File: config.mk
export PLATFORM = sky130hd
export DESIGN_NAME = gcd_arbiter
export DESIGN_NICKNAME = d
export VERILOG_FILES = /design/src/rtl/gcd_arbiter_pkg.sv /design/src/rtl/gcd_rr_picker.sv /design/src/rtl/gcd_arbiter.sv
export SDC_FILE = /design/constraint.sdc
export NUM_CORES = 1
export LEC_CHECK = 0
export CELL_PAD_IN_SITES_DETAIL_PLACEMENT = 2
export CELL_PAD_IN_SITES_GLOBAL_PLACEMENT = 2
export CORE_ASPECT_RATIO = 1.4
export CORE_MARGIN = 2
export CORE_UTILIZATION = 27
export CTS_CLUSTER_DIAMETER = 120
export DETAILED_ROUTE_END_ITERATION = 8
export HOLD_SLACK_MARGIN = 0.08
export PLACE_DENSITY_LB_ADDON = 0.1
export SLEW_MARGIN = 10
export SYNTH_ARGS = -nofsm -noshare
export SYNTH_HDL_FRONTEND = slang
export SYNTH_SLANG_ARGS = --single-unit
File: constraint.sdc
create_clock -name Clk -period 3.15 [get_ports Clk]
set_clock_uncertainty 0.15 [all_clocks]
set_input_delay 0.63 -clock Clk [delete_from_list [all_inputs] [get_ports Clk]]
set_output_delay 0.63 -clock Clk [all_outputs]
set_load 0.03 [all_outputs]
File: src/rtl/gcd_arbiter_pkg.sv
// Shared definitions for the GCD arbiter slice: arbiter and core
// state encodings, default operand width, index-width helper.
package gcd_arbiter_pkg;

  localparam int DEF_NUM_OF_BITS = 5;

  typedef enum logic [1:0] {
    ARB_IDLE  = 2'd0,
    ARB_ISSUE = 2'd1,
    ARB_WAIT  = 2'd2,
    ARB_RESP  = 2'd3
  } arb_state_e;

  // Core control encodings, shared with the core and benches.
  typedef enum logic [1:0] {
    IDLE    = 2'd0,
    COMPUTE = 2'd1,
    DONE    = 2'd2
  } core_state_e;

  function automatic int idx_w(input int n);
    return (n > 1) ? $clog2(n) : 1;
  endfunction

endpackage

File: src/rtl/gcd_rr_picker.sv
// Combinational round-robin pick: first set req bit at/after ptr.
// Ports: req, ptr in; pick (one-hot), idx, any out.
module gcd_rr_picker
  import gcd_arbiter_pkg::*;
#(
  parameter  int N_REQ = 4,
  localparam int IW    = idx_w(N_REQ)
) (
  input  logic [N_REQ-1:0] req,
  input  logic [IW-1:0]    ptr,
  output logic [N_REQ-1:0] pick,
  output logic [IW-1:0]    idx,
  output logic             any
);

  int            j;
  logic [IW-1:0] jj;

  always_comb begin
    pick = '0;
    idx  = '0;
    any  = 1'b0;
    j    = 0;
    jj   = '0;
    for (int i = 0; i < N_REQ; i++) begin
      j = int'(ptr) + i;
      if (j >= N_REQ) j = j - N_REQ;
      jj = IW'(j);
      if (!any && req[jj]) begin
        any      = 1'b1;
        idx      = jj;
        pick[jj] = 1'b1;
      end
    end
  end

endmodule

File: src/rtl/gcd_arbiter.sv
// Round-robin arbiter sharing one GCD core among N_REQ requesters.
// Ports: Req/Req_A/Req_B/Grant in-side, Rsp_* out-side, Gcd_* core side.
module gcd_arbiter
  import gcd_arbiter_pkg::*;
#(
  parameter int N_REQ     = 4,
  parameter int numOfBits = DEF_NUM_OF_BITS,
  parameter int TIMEOUT   = 64
) (
  input  logic                       Clk,
  input  logic                       nrst,
  input  logic [N_REQ-1:0]           Req,
  input  logic [N_REQ*numOfBits-1:0] Req_A,
  input  logic [N_REQ*numOfBits-1:0] Req_B,
  output logic [N_REQ-1:0]           Grant,
  output logic [N_REQ-1:0]           Rsp_valid,
  output logic [numOfBits-1:0]       Rsp_data,
  output logic                       Rsp_err,
  input  logic [N_REQ-1:0]           Rsp_taken,
  output logic [numOfBits-1:0]       Gcd_A,
  output logic [numOfBits-1:0]       Gcd_B,
  output logic                       Gcd_In_ready,
  input  logic                       Gcd_Done,
  input  logic [numOfBits-1:0]       Gcd_Result,
  output logic                       Gcd_Result_taken,
  output logic                       Gcd_nrst,
  output logic                       Busy
);

  localparam int W  = numOfBits;
  localparam int IW = idx_w(N_REQ);
  localparam int CW = $clog2(TIMEOUT + 1);

  localparam logic [N_REQ-1:0] ONE  = N_REQ'(1);
  localparam logic [CW-1:0]    TLIM = CW'(TIMEOUT - 1);
  localparam logic [IW-1:0]    LAST = IW'(N_REQ - 1);

  arb_state_e       state_q, state_d;
  logic [IW-1:0]    ptr_q, ptr_d;
  logic [IW-1:0]    owner_q, owner_d;
  logic [N_REQ-1:0] grant_q, grant_d;
  logic [N_REQ-1:0] rsp_valid_q, rsp_valid_d;
  logic [W-1:0]     rsp_data_q, rsp_data_d;
  logic             rsp_err_q, rsp_err_d;
  logic [W-1:0]     gcd_a_q, gcd_a_d;
  logic [W-1:0]     gcd_b_q, gcd_b_d;
  logic             in_ready_q, in_ready_d;
  logic             res_taken_q, res_taken_d;
  logic             gcd_nrst_q, gcd_nrst_d;
  logic             busy_q, busy_d;
  logic [CW-1:0]    cnt_q, cnt_d;

  logic [N_REQ-1:0] pick;
  logic [IW-1:0]    pick_idx;
  logic             pick_any;
  logic             timeout;
  logic             taken_own;

  gcd_rr_picker #(.N_REQ(N_REQ)) u_picker (
    .req  (Req),
    .ptr  (ptr_q),
    .pick (pick),
    .idx  (pick_idx),
    .any  (pick_any)
  );

  assign timeout   = (cnt_q == TLIM);
  assign taken_own = Rsp_taken[owner_q];

  always_ff @(posedge Clk or negedge nrst) begin
    if (!nrst) begin
      state_q     <= ARB_IDLE;
      ptr_q       <= '0;
      owner_q     <= '0;
      grant_q     <= '0;
      rsp_valid_q <= '0;
      rsp_data_q  <= '0;
      rsp_err_q   <= 1'b0;
      gcd_a_q     <= '0;
      gcd_b_q     <= '0;
      in_ready_q  <= 1'b0;
      res_taken_q <= 1'b0;
      gcd_nrst_q  <= 1'b1;
      busy_q      <= 1'b0;
      cnt_q       <= '0;
    end else begin
      state_q     <= state_d;
      ptr_q       <= ptr_d;
      owner_q     <= owner_d;
      grant_q     <= grant_d;
      rsp_valid_q <= rsp_valid_d;
      rsp_data_q  <= rsp_data_d;
      rsp_err_q   <= rsp_err_d;
      gcd_a_q     <= gcd_a_d;
      gcd_b_q     <= gcd_b_d;
      in_ready_q  <= in_ready_d;
      res_taken_q <= res_taken_d;
      gcd_nrst_q  <= gcd_nrst_d;
      busy_q      <= busy_d;
      cnt_q       <= cnt_d;
    end
  end

  always_comb begin
    state_d = state_q;
    unique case (state_q)
      ARB_IDLE:  if (pick_any) state_d = ARB_ISSUE;
      ARB_ISSUE: state_d = ARB_WAIT;
      ARB_WAIT:  if (Gcd_Done || timeout)
                   state_d = ARB_RESP;
      ARB_RESP:  if (taken_own) state_d = ARB_IDLE;
      default:   state_d = ARB_IDLE;
    endcase
  end

  // Pulses default low every cycle; data registers hold.
  always_comb begin
    ptr_d       = ptr_q;
    owner_d     = owner_q;
    grant_d     = '0;
    rsp_valid_d = rsp_valid_q;
    rsp_data_d  = rsp_data_q;
    rsp_err_d   = rsp_err_q;
    gcd_a_d     = gcd_a_q;
    gcd_b_d     = gcd_b_q;
    in_ready_d  = 1'b0;
    res_taken_d = 1'b0;
    gcd_nrst_d  = 1'b1;
    cnt_d       = cnt_q;
    busy_d      = (state_d != ARB_IDLE);
    unique case (state_q)
      ARB_IDLE: begin
        if (pick_any) begin
          owner_d = pick_idx;
          grant_d = pick;
          gcd_a_d = Req_A[int'(pick_idx)*W +: W];
          gcd_b_d = Req_B[int'(pick_idx)*W +: W];
        end
      end
      ARB_ISSUE: begin
        in_ready_d = 1'b1;
        cnt_d      = '0;
      end
      ARB_WAIT: begin
        cnt_d = cnt_q + CW'(1);
        // Done takes priority over a same-cycle timeout.
        if (Gcd_Done) begin
          rsp_data_d  = Gcd_Result;
          rsp_err_d   = 1'b0;
          res_taken_d = 1'b1;
          rsp_valid_d = ONE << owner_q;
        end else if (timeout) begin
          rsp_data_d  = '0;
          rsp_err_d   = 1'b1;
          gcd_nrst_d  = 1'b0;
          rsp_valid_d = ONE << owner_q;
        end
      end
      ARB_RESP: begin
        if (taken_own) begin
          rsp_valid_d = '0;
          rsp_err_d   = 1'b0;
          ptr_d = (owner_q == LAST) ? '0
                : owner_q + IW'(1);
        end
      end
      default: ;
    endcase
  end

  assign Grant            = grant_q;
  assign Rsp_valid        = rsp_valid_q;
  assign Rsp_data         = rsp_data_q;
  assign Rsp_err          = rsp_err_q;
  assign Gcd_A            = gcd_a_q;
  assign Gcd_B            = gcd_b_q;
  assign Gcd_In_ready     = in_ready_q;
  assign Gcd_Result_taken = res_taken_q;
  assign Gcd_nrst         = gcd_nrst_q;
  assign Busy             = busy_q;

endmodule

**Word level (Yosys, flattened, before mapping)**

Cells that the tools add are included.

- Output and inout port bits: 28
- Logic and storage cells: 128
- Register bits: 41

- Add/sub/neg operators: 9
- Equality and inequality tests: 7
- Shift operators: 3
- Reductions and logical operators: 20
- Bitwise operators: 3
- $lt $le $gt $ge: 13
- Multiply operators: 1
- Muxes and demuxes: 58

Operators with widths:

| cell | number |
|---|---|
| $mux W4 | 9 |
| $shiftx A20 B32 Y5 | 1 |
| $mux W2 | 12 |
| $mux W1 | 22 |
| $shiftx A20 B6 Y5 | 1 |
| $lt A2 B3 Y1 const B | 5 |
| $pmux W7 S2 | 1 |
| $or A4 B4 Y4 | 3 |
| $bmux W1 S2 | 5 |
| $mux W5 | 2 |
| $ge A3 B3 Y1 const B | 3 |
| $demux W1 S2 | 4 |
| $ge A2 B1 Y1 const B | 4 |
| $pmux W2 S4 | 1 |
| $pmux W4 S2 | 1 |
| $reduce_bool A2 Y1 | 4 |
| $sub A2 B1 Y2 const B | 4 |
| $add A7 B1 Y7 const B | 1 |
| $eq A7 B6 Y1 const B | 1 |
| $logic_and A1 B1 Y1 | 7 |
| $add A2 B2 Y3 const B | 2 |
| $eq A2 B2 Y1 const B | 3 |
| $reduce_and A2 Y1 | 3 |
| $mul A2 B3 Y5 const B | 1 |
| 12 further kinds | 14 |

**Longest topological paths before layout**

Gate-level depths: netlist of run 1.

- Depth in word-level cells: 17
- Gate-level depth with buffers: 10

**By module**

Synthesis of run 1 repeated with hierarchy kept, for this count alone.

- Cells, all modules: 205
- Area, all modules: 2,524.9 sq um

By module, submodules not included:

| module | times used | seq. area each (sq um) | cells an instance | area each (sq um) |
|---|---|---|---|---|
| gcd_arbiter | 1 | 1,027.2 | 160 | 2,105.8 |
| gcd_rr_picker | 1 | 0.0 | 45 | 419.2 |

**Worst setup path after synthesis of run 1**

OpenSTA, ideal clock, no wires.

- Kind: register to register
- From: register ptr_q[0]
- To: register gcd_a_q[4], in the netlist Gcd_A[4]
- Buffers on the path: 2
- Data arrival time: 2.414 ns
- Cell stages (with the launch flop): 11
- Data required time: 2.859 ns
- Path slack: 0.445 ns
- Cells stage by stage: dfrtp_1 buf_2 inv_2 ha_1 mux4_2 a22oi_1 o21ai_1 o31ai_4 buf_4 mux2i_1 o221ai_1

- Longest elaborated chain between the ends: 16
- Elaborated cells on any way between the ends: 40
- Classes of those cells: add/sub (7); mul (1); order compare (4); shift (1); mux (20); reduce/logical (7)

RTL lines:

| item | line | source |
|---|---|---|
| start, declared | gcd_arbiter.sv:39 | `logic [IW-1:0] ptr_q, ptr_d;` |
| start signal, assigned | gcd_arbiter.sv:88 | `ptr_q <= ptr_d;` |
| parallel branches: the longest is 16 deep, another holds $add A2 B1 Y3 | n/a |  |
| end signal, assigned | gcd_arbiter.sv:94 | `gcd_a_q <= gcd_a_d;` |
| end, declared | gcd_arbiter.sv:45 | `logic [W-1:0] gcd_a_q, gcd_a_d;` |

Several ways; the timed one is not identified. The select of a mux whose other input is x is not followed.
A chain may end at the register's enable or synchronous reset.

**Worst setup path after layout of run 1**

- From: input Req[1]
- To: register gcd_b_q[1], in the netlist Gcd_B[1]

- Longest elaborated chain between the ends: 14
- Elaborated cells on any way between the ends: 25
- Classes of those cells: mul (1); shift (1); mux (16); reduce/logical (7)

RTL lines:

| item | line | source |
|---|---|---|
| start, declared | gcd_arbiter.sv:12 | `input logic [N_REQ-1:0] Req,` |
| $bmux W1 S2 | gcd_rr_picker.sv:29 | `if (!any && req[jj]) begin` |
| $mux W1 (not written as such) | gcd_rr_picker.sv:29 |  |
| $mux W1 | gcd_rr_picker.sv:29 |  |
| $logic_not A1 Y1 | gcd_rr_picker.sv:29 |  |
| $logic_and A1 B1 Y1 | gcd_rr_picker.sv:29 |  |
| $mux W1 | gcd_rr_picker.sv:29 |  |
| $logic_not A1 Y1 | gcd_rr_picker.sv:29 |  |
| $logic_and A1 B1 Y1 | gcd_rr_picker.sv:29 |  |
| $mux W1 | gcd_rr_picker.sv:29 |  |
| $logic_not A1 Y1 | gcd_rr_picker.sv:29 |  |
| $logic_and A1 B1 Y1 | gcd_rr_picker.sv:29 |  |
| $mux W2 | gcd_rr_picker.sv:29 |  |
| $mul A2 B3 Y5 | gcd_arbiter.sv:137 | `gcd_b_d = Req_B[int'(pick_idx)*W +: W];` |
| $shiftx A20 B6 Y5 | gcd_arbiter.sv:137 |  |
| end signal, assigned | gcd_arbiter.sv:95 | `gcd_b_q <= gcd_b_d;` |
| end, declared | gcd_arbiter.sv:46 | `logic [W-1:0] gcd_b_q, gcd_b_d;` |

Parallel ways exist; a longest one is shown, timed or not. The select of a mux whose other input is x is not followed.

==> results of run 1 <==
[kinds of logic (layout without fill, tap and decap cells)]
family	Yosys count	after routing	synth area share, %
AOI/OAI and AO/OA	58	58	18.4
xor gates and xnor gates	1	1	0.362
and+or+nand+nor	62	62	11.8
buffers and inverters	27	119	4.91
muxes	28	28	13.7
adders and majority gates	16	16	8.27
DFF	41	41	42.4
[registers in the layout, indices dropped and copies added, names as in the netlist, 2 cells and up]
register,cells
Rsp_valid,4
owner_q,2
state_q,2
ptr_q,2
Gcd_A,5
cnt_q,7
Rsp_data,5
Grant,4
Gcd_B,5
[cell usage in the layout (no fill, tap or decap), types with 3 or more instances in the layout]
cell / n
sky130_fd_sc_hd__clkdlybuf4s50_1: 82
sky130_fd_sc_hd__dfrtp_1: 40
sky130_fd_sc_hd__nand2_1: 28
sky130_fd_sc_hd__mux2i_1: 22
sky130_fd_sc_hd__inv_1: 16
sky130_fd_sc_hd__ha_1: 16
sky130_fd_sc_hd__nor2_1: 13
sky130_fd_sc_hd__o221ai_1: 10
sky130_fd_sc_hd__buf_4: 10
sky130_fd_sc_hd__nor2b_1: 5
sky130_fd_sc_hd__a22oi_1: 5
sky130_fd_sc_hd__o21ai_0: 5
sky130_fd_sc_hd__a22o_1: 5
sky130_fd_sc_hd__o31ai_1: 5
sky130_fd_sc_hd__clkbuf_16: 5
sky130_fd_sc_hd__mux4_2: 4
sky130_fd_sc_hd__a221oi_1: 4
sky130_fd_sc_hd__o22ai_1: 4
sky130_fd_sc_hd__nand3_1: 4
sky130_fd_sc_hd__o21ai_1: 4
sky130_fd_sc_hd__a21oi_1: 4
sky130_fd_sc_hd__nand4_1: 3
[worst max-delay path by stage]
stage	start	to	slack (ns)	cells past startpoint
after floorplan	ptr_q[0]$_DFFE_PN0P_	Gcd_A[4]$_DFFE_PN0P_	0.44	10
after global placement	Req[1]	Gcd_A[0]$_DFFE_PN0P_	0.1	7
after detailed placement	Req[1]	Gcd_B[1]$_DFFE_PN0P_	-0.03	7
after CTS	Req[1]	Gcd_B[1]$_DFFE_PN0P_	0.28	7
after global routing	Req[1]	Gcd_B[1]$_DFFE_PN0P_	0.14	7
final	Req[1]	Gcd_B[1]$_DFFE_PN0P_	0.31	7
[power groups by stage]
stage | clock, mW | sequential [mW] | combinational (mW)
final | 0.604 | 0.849 | 2.08
after global routing | 0.645 | 0.885 | 2.29
after CTS | 0.623 | 0.858 | 2.13
after detailed placement | 0 | 0.865 | 2.12
after global placement | 0 | 0.856 | 2.06
after floorplan | 0 | 1.15 | 1.04
[metal layers]
layer	up-vias	global-route usage (%)	wire length, um
met5	-	0	0
met4	0	6.45	157
met3	12	2.56	261
met2	53	29.4	4000
met1	1076	18.8	3040
li1	1031	-	-
[Yosys cell counts (all sizes together)]
master / n
a211o: 2
a221oi: 4
nand3: 4
clkbuf: 5
or3: 1
and3: 1
a22oi: 5
o211a: 1
a21o: 2
or4: 1
a31oi: 1
inv: 17
buf: 5
nor3b: 1
ha: 16
or2: 2
xor2: 1
o221ai: 10
o211ai: 1
nor2: 13
nand2: 28
a22o: 5
nand2b: 1
a211oi: 2
nand3b: 1
o31a: 1
mux2: 2
mux4: 4
o2bb2ai: 1
mux2i: 22
nand4: 3
or3b: 1
nor2b: 5
dfrtp: 40
o31ai: 6
o22ai: 4
o21ai: 9
a21oi: 4
dfstp: 1
[stage by stage]
| stage | hold WS (ns) | util, % | power (mW) | TNS (ns) | worst slack, ns |
|---|---|---|---|---|---|
| global route | 0.369 | 41.5 | 3.82 | 0 | 0.142 |
| floorplan | 0.184 | - | 2.19 | 0 | 0.445 |
| detailed placement | 0.334 | 39.5 | 2.98 | -0.0600 | -0.0297 |
| global placement | 0.309 | 39.5 | 2.92 | 0 | 0.0957 |
| CTS | 0.347 | 41.5 | 3.61 | 0 | 0.279 |
| finish | 0.340 | 41.5 | 3.53 | 0 | 0.311 |
[worst reg2reg max path: cells and delay by family, from the launching register on]
family,cells,cell delay (ns)
AOI/OAI and AO/OA,4,0.58
adders and majority gates,1,0.40
buffers and inverters,2,0.32
DFF,1,0.37
muxes,2,0.67
[cell type report]
type	instances	area, um^2
Clock buffer	7	143
Timing Repair Buffer	94	921
Fill cell	941	5070
Inverter	17	63.8
Clock inverter	1	30.0
Tap cell	105	131
Multi-Input combinational cell	165	1270
Sequential cell	41	1030
==> qor.csv, run 1 <==
metric,value,unit
result of the run,"finished, final reports clean",
post-synthesis net count,305,
setup repair after global routing missed its margin,false,
worst-case headroom to the max-slew limit,37.2,%
estimated wirelength of the detail-placed design,5.70,mm
Synth-to-Final Area Change,48.3,%
cell-internal power,2.03,mW
worst r2r path cells,9,
portion of total power attributed to sequential cells,24.0,%
reg2reg start,ptr_q[0]$_DFFE_PN0P_,
First DRT Iteration DRCs,39,
Placement Cell Area,3420,um^2
clock network latency to the later pin of the worst-skew pair,0.28,ns
distinct cell type count of the synthesized netlist,45,
Clock power frac,17.1,%
H-tree levels,2,
Sinks on Clock Net,41,
initial antenna violation count,0,
Mapped Cells,233,
largest incremental delay on the critical path,0.59,ns
fraction of final layout cells with drive strength greater than 1,8.62,%
Routability Congestion,0.735,
final instance area,3590,um^2
Root Driver,sky130_fd_sc_hd__clkbuf_16,
placed insts,422,
r2r setup slk,0.54,ns
CORE AREA,8660,um^2
setup fix buffers added after clock tree synthesis,0,
final worst path period share,90.1,%
data required time at the worst endpoint,3.18,ns
number of hold violations in the final report,0,
switching share of power,42.4,%
largest fanout on the critical path,11,
Slew Limit Fails,0,
post-synthesis cell type with the largest combined area,sky130_fd_sc_hd__dfrtp_1,
clock tree from TritonCTS,built,
category of the critical setup timing path,in -> reg,
Worst Setup End Kind,flop,
Max Clk Rate,0.352,GHz
sequential cell area fraction in the yosys report,42.4,%
die width,84.0,um
total detailed-routing wirelength,7.46,mm
buffer levels on the longest clock path,2,
leakage,1.57,nW
Max Cap Viol,0,
wire length of the first global-routing pass,12.4,mm
detailed-route DRC error count,0,
die area,9750,um^2
Tightest Hold Check Type,in -> async,
measured slew at the worst slew-check pin,0.942,ns
slowest cell on the critical path,sky130_fd_sc_hd__clkdlybuf4s50_1,
Syn. warnings,0,
average instance area after synthesis,10.4,um^2
power per cell area,984,nW/um^2
site row count,40,
post-layout min period,2.84,ns
data arrival time of the worst path,2.87,ns
cell family contributing the most delay on the critical path,compound AO/OA/AOI/OAI gates,
number of search-and-repair iterations in the first detailed-routing pass,5,
maximum number of pins on one net before global-route repair,42,
logic gate share of total power,58.9,%
hold buffer count at CTS,0,
post-DR wirelength/cell,17.3,um
Crit Reg-Reg Endpoint,Gcd_A[1]$_DFFE_PN0P_,
fraction of synthesized cell area taken by the top area cell type,41.3,%
cell types with the largest area share after synthesis,"sky130_fd_sc_hd__dfrtp_1 (41%), sky130_fd_sc_hd__mux2i_1 (9.1%), sky130_fd_sc_hd__ha_1 (8.3%), sky130_fd_sc_hd__nand2_1 (4.3%), sky130_fd_sc_hd__mux4_2 (3.7%)",
post-synthesis register bit count,41,
per-cell via count in the routed design,5.05,
Startpoint Class,input port,
Resize count post-CTS,0,
crit path buf inv count,1,
starting utilization of the core area,28.0,%
chain of cells forming the critical path,clkdlybuf4s50_1 > or3b_1 > a211o_1 > o211ai_2 > o22ai_1 > or2_1 > o221ai_1,
GRT overflow,0,
Inserted Clock Buffers,5,
total track usage,16.1,%
nets@finish,396,
VDD IR-drop max,407,uV
Detail Route Antenna Nets,0,
summed instance area of the synthesized netlist,2420,um^2
chip height,116,um
ANT cells,0,
count of buffers inserted at the top-level ports,83,
reported net switching power,1.50,mW
Worst-path clk slew,0.06,ns
via count of the first global-routing pass,2425,
non-filler cells in the finished layout,430,
number of primary I/O pins,84,
Via Count,2172,
Final setup violation count,0,
Note: power is estimated with default switching activity, not from simulation.
==> inputs of run 2 (changes only) <==
- CORE_UTILIZATION: 27 -> 38
- DONT_BUFFER_PORTS: not set -> 1
- HOLD_SLACK_MARGIN: 0.08 -> 0.12
==> qor.csv, run 2 (same netlist as run 1, synthesis figures left out) <==
metric,value,unit
Root Driver,sky130_fd_sc_hd__clkbuf_8,
Via Count,1909,
chip height,98.4,um
H-tree levels,2,
"commonest non-fill, non-tap cell in the layout",sky130_fd_sc_hd__dfrtp_1,
Crit Reg-Reg Endpoint,Gcd_B[1]$_DFFE_PN0P_,
Placement Cell Area,2490,um^2
filler cell count,653,
detailed-route DRC error count,0,
WHS Endpoint,Rsp_data[1]$_DFFE_PN0P_,
initial antenna violation count,0,
die width,71.5,um
clock network latency to the later pin of the worst-skew pair,0.29,ns
final instance area,2660,um^2
share of the core filled with cells in the final layout,42.8,%
number of search-and-repair iterations in the first detailed-routing pass,4,
Slew Limit Fails,0,
r2r setup slk,0.27,ns
GRT overflow,0,
Inserted Clock Buffers,5,
Startpoint Class,flop,
starting utilization of the core area,39.0,%
total track usage,20.0,%
site row count,34,
reg2reg start,ptr_q[0]$_DFFE_PN0P_,
leakage,1.21,nW
data required time at the worst endpoint,3.15,ns
per-cell via count in the routed design,6.16,
number of primary I/O pins,84,
Worst-path clk slew,0.08,ns
Detail Route Antenna Nets,0,
measured slew at the worst slew-check pin,0.781,ns
smallest hold slack,0.326,ns
flip-flop count of the largest register after layout,7,
maximum number of pins on one net before global-route repair,42,
category of the critical setup timing path,reg -> reg,
via count of the first global-routing pass,2181,
worst-case headroom to the max-slew limit,48.0,%
First DRT Iteration DRCs,45,
VDD IR-drop max,428,uV
Worst Setup End Kind,flop,
Max Clk Rate,0.347,GHz
Final setup violation count,0,
Tightest Hold Check Type,in -> reg,
result of the run,"finished, final reports clean",
count of buffers inserted at the top-level ports,0,
ANT cells,0,
post-DR wirelength/cell,21.7,um
total detailed-routing wirelength,6.72,mm
Hold Path Origin,Gcd_Result[1],
wire length of the first global-routing pass,11.1,mm
estimated wirelength of the detail-placed design,4.81,mm
setup repair after global routing missed its margin,false,
Top reg by flops,cnt_q,
final worst path period share,91.6,%
post-layout min period,2.88,ns
power per cell area,1140,nW/um^2
data arrival time of the worst path,2.88,ns
number of hold violations in the final report,0,
Synth-to-Final Area Change,9.92,%
fraction of final layout cells with drive strength greater than 1,10.5,%
die area,7030,um^2
"commonest non-fill, non-tap cells in the layout","sky130_fd_sc_hd__dfrtp_1 (39), sky130_fd_sc_hd__nand2_1 (28), sky130_fd_sc_hd__mux2i_1 (22), sky130_fd_sc_hd__inv_1 (16), sky130_fd_sc_hd__ha_1 (16)",
number of cells on the worst hold path,1,
nets@finish,309,
worst r2r path cells,9,
Sinks on Clock Net,41,
largest fanout on the critical path,11,
clock tree from TritonCTS,built,
Routability Congestion,0.806,
buffer levels on the longest clock path,2,
Max Cap Viol,0,
CORE AREA,6210,um^2
run 2: changes by cell type in the layout (fill, tap and decap cells not counted), sizes merged:
cell / delta
buf: -7
clkdlybuf4s50: -82
dlygate4sd3: +1
o31ai: +1
run 2: metal layers:
layer  track usage, %  part of all wire, %  wire length [um]
met3             3.58                  4.6               312
met2             36.8                   55              3710
met1             23.2                   38              2580
met5                0                    0                 0
met4             6.39                  1.7               113
run 2: what timing repair did:
action,in CTS,in global routing
gates cloned,1,0
pin swaps,1,0
hold endpoints to repair,41,0
endpoints found under the setup margin,10,10
buffers inserted,0,0
gates resized for setup,1,3
hold buffers,2,0
run 2: worst max path at each step:
stage	slack, ns	start	endpoint	depth (start not counted)
3_5_place_dp	-0.07	ptr_q[1]$_DFFE_PN0P_	Gcd_B[1]$_DFFE_PN0P_	7
6_report	0.27	ptr_q[0]$_DFFE_PN0P_	Gcd_B[1]$_DFFE_PN0P_	9
5_1_grt	0.09	ptr_q[1]$_DFFE_PN0P_	Gcd_B[1]$_DFFE_PN0P_	9
3_3_place_gp	0.13	ptr_q[1]$_DFFE_PN0P_	Gcd_A[2]$_DFFE_PN0P_	7
4_1_cts	0.06	ptr_q[1]$_DFFE_PN0P_	Gcd_B[1]$_DFFE_PN0P_	7
2_1_floorplan	0.44	ptr_q[0]$_DFFE_PN0P_	Gcd_A[4]$_DFFE_PN0P_	10
run 2: stage by stage:
stage / power, mW / setup TNS (ns) / instances / setup slack [ns]
after floorplan: 2.19 / 0 / 233 / 0.445
after global routing: 3.27 / 0 / 310 / 0.0949
after detailed placement: 2.53 / -0.238 / 299 / -0.0711
after CTS: 3.05 / 0 / 310 / 0.0567
final: 3.03 / 0 / 310 / 0.265
after global placement: 2.40 / 0 / 299 / 0.129
run 2: power breakdown:
group	leakage, nW	switching (mW)	internal [mW]
Combinational	0.622	0.824	0.574
Clock	0.0585	0.187	0.259
Sequential	0.528	0.469	0.722
Total	1.21	1.48	1.55
run 2: layout make-up:
class / instances / area [um^2] / area share (%)
multi-input combinational: 166 / 1300 / 48.9
clock buffer: 7 / 86.3 / 3.24
inverter: 17 / 63.8 / 2.40
tap: 72 / 90.1 / 3.39
timing repair buffer: 6 / 60.1 / 2.26
sequential: 41 / 1030 / 38.6
clock inverter: 1 / 30.0 / 1.13
run 2: critical path, stage by stage (launching register included):
cell	delay, ns
sky130_fd_sc_hd__dfrtp_1	0.41
sky130_fd_sc_hd__inv_2	0.22
sky130_fd_sc_hd__ha_1	0.34
sky130_fd_sc_hd__mux4_2	0.34
sky130_fd_sc_hd__buf_4	0.19
sky130_fd_sc_hd__a22oi_1	0.24
sky130_fd_sc_hd__o21ai_2	0.15
sky130_fd_sc_hd__o31ai_4	0.22
sky130_fd_sc_hd__mux2i_1	0.32
sky130_fd_sc_hd__o221ai_1	0.16
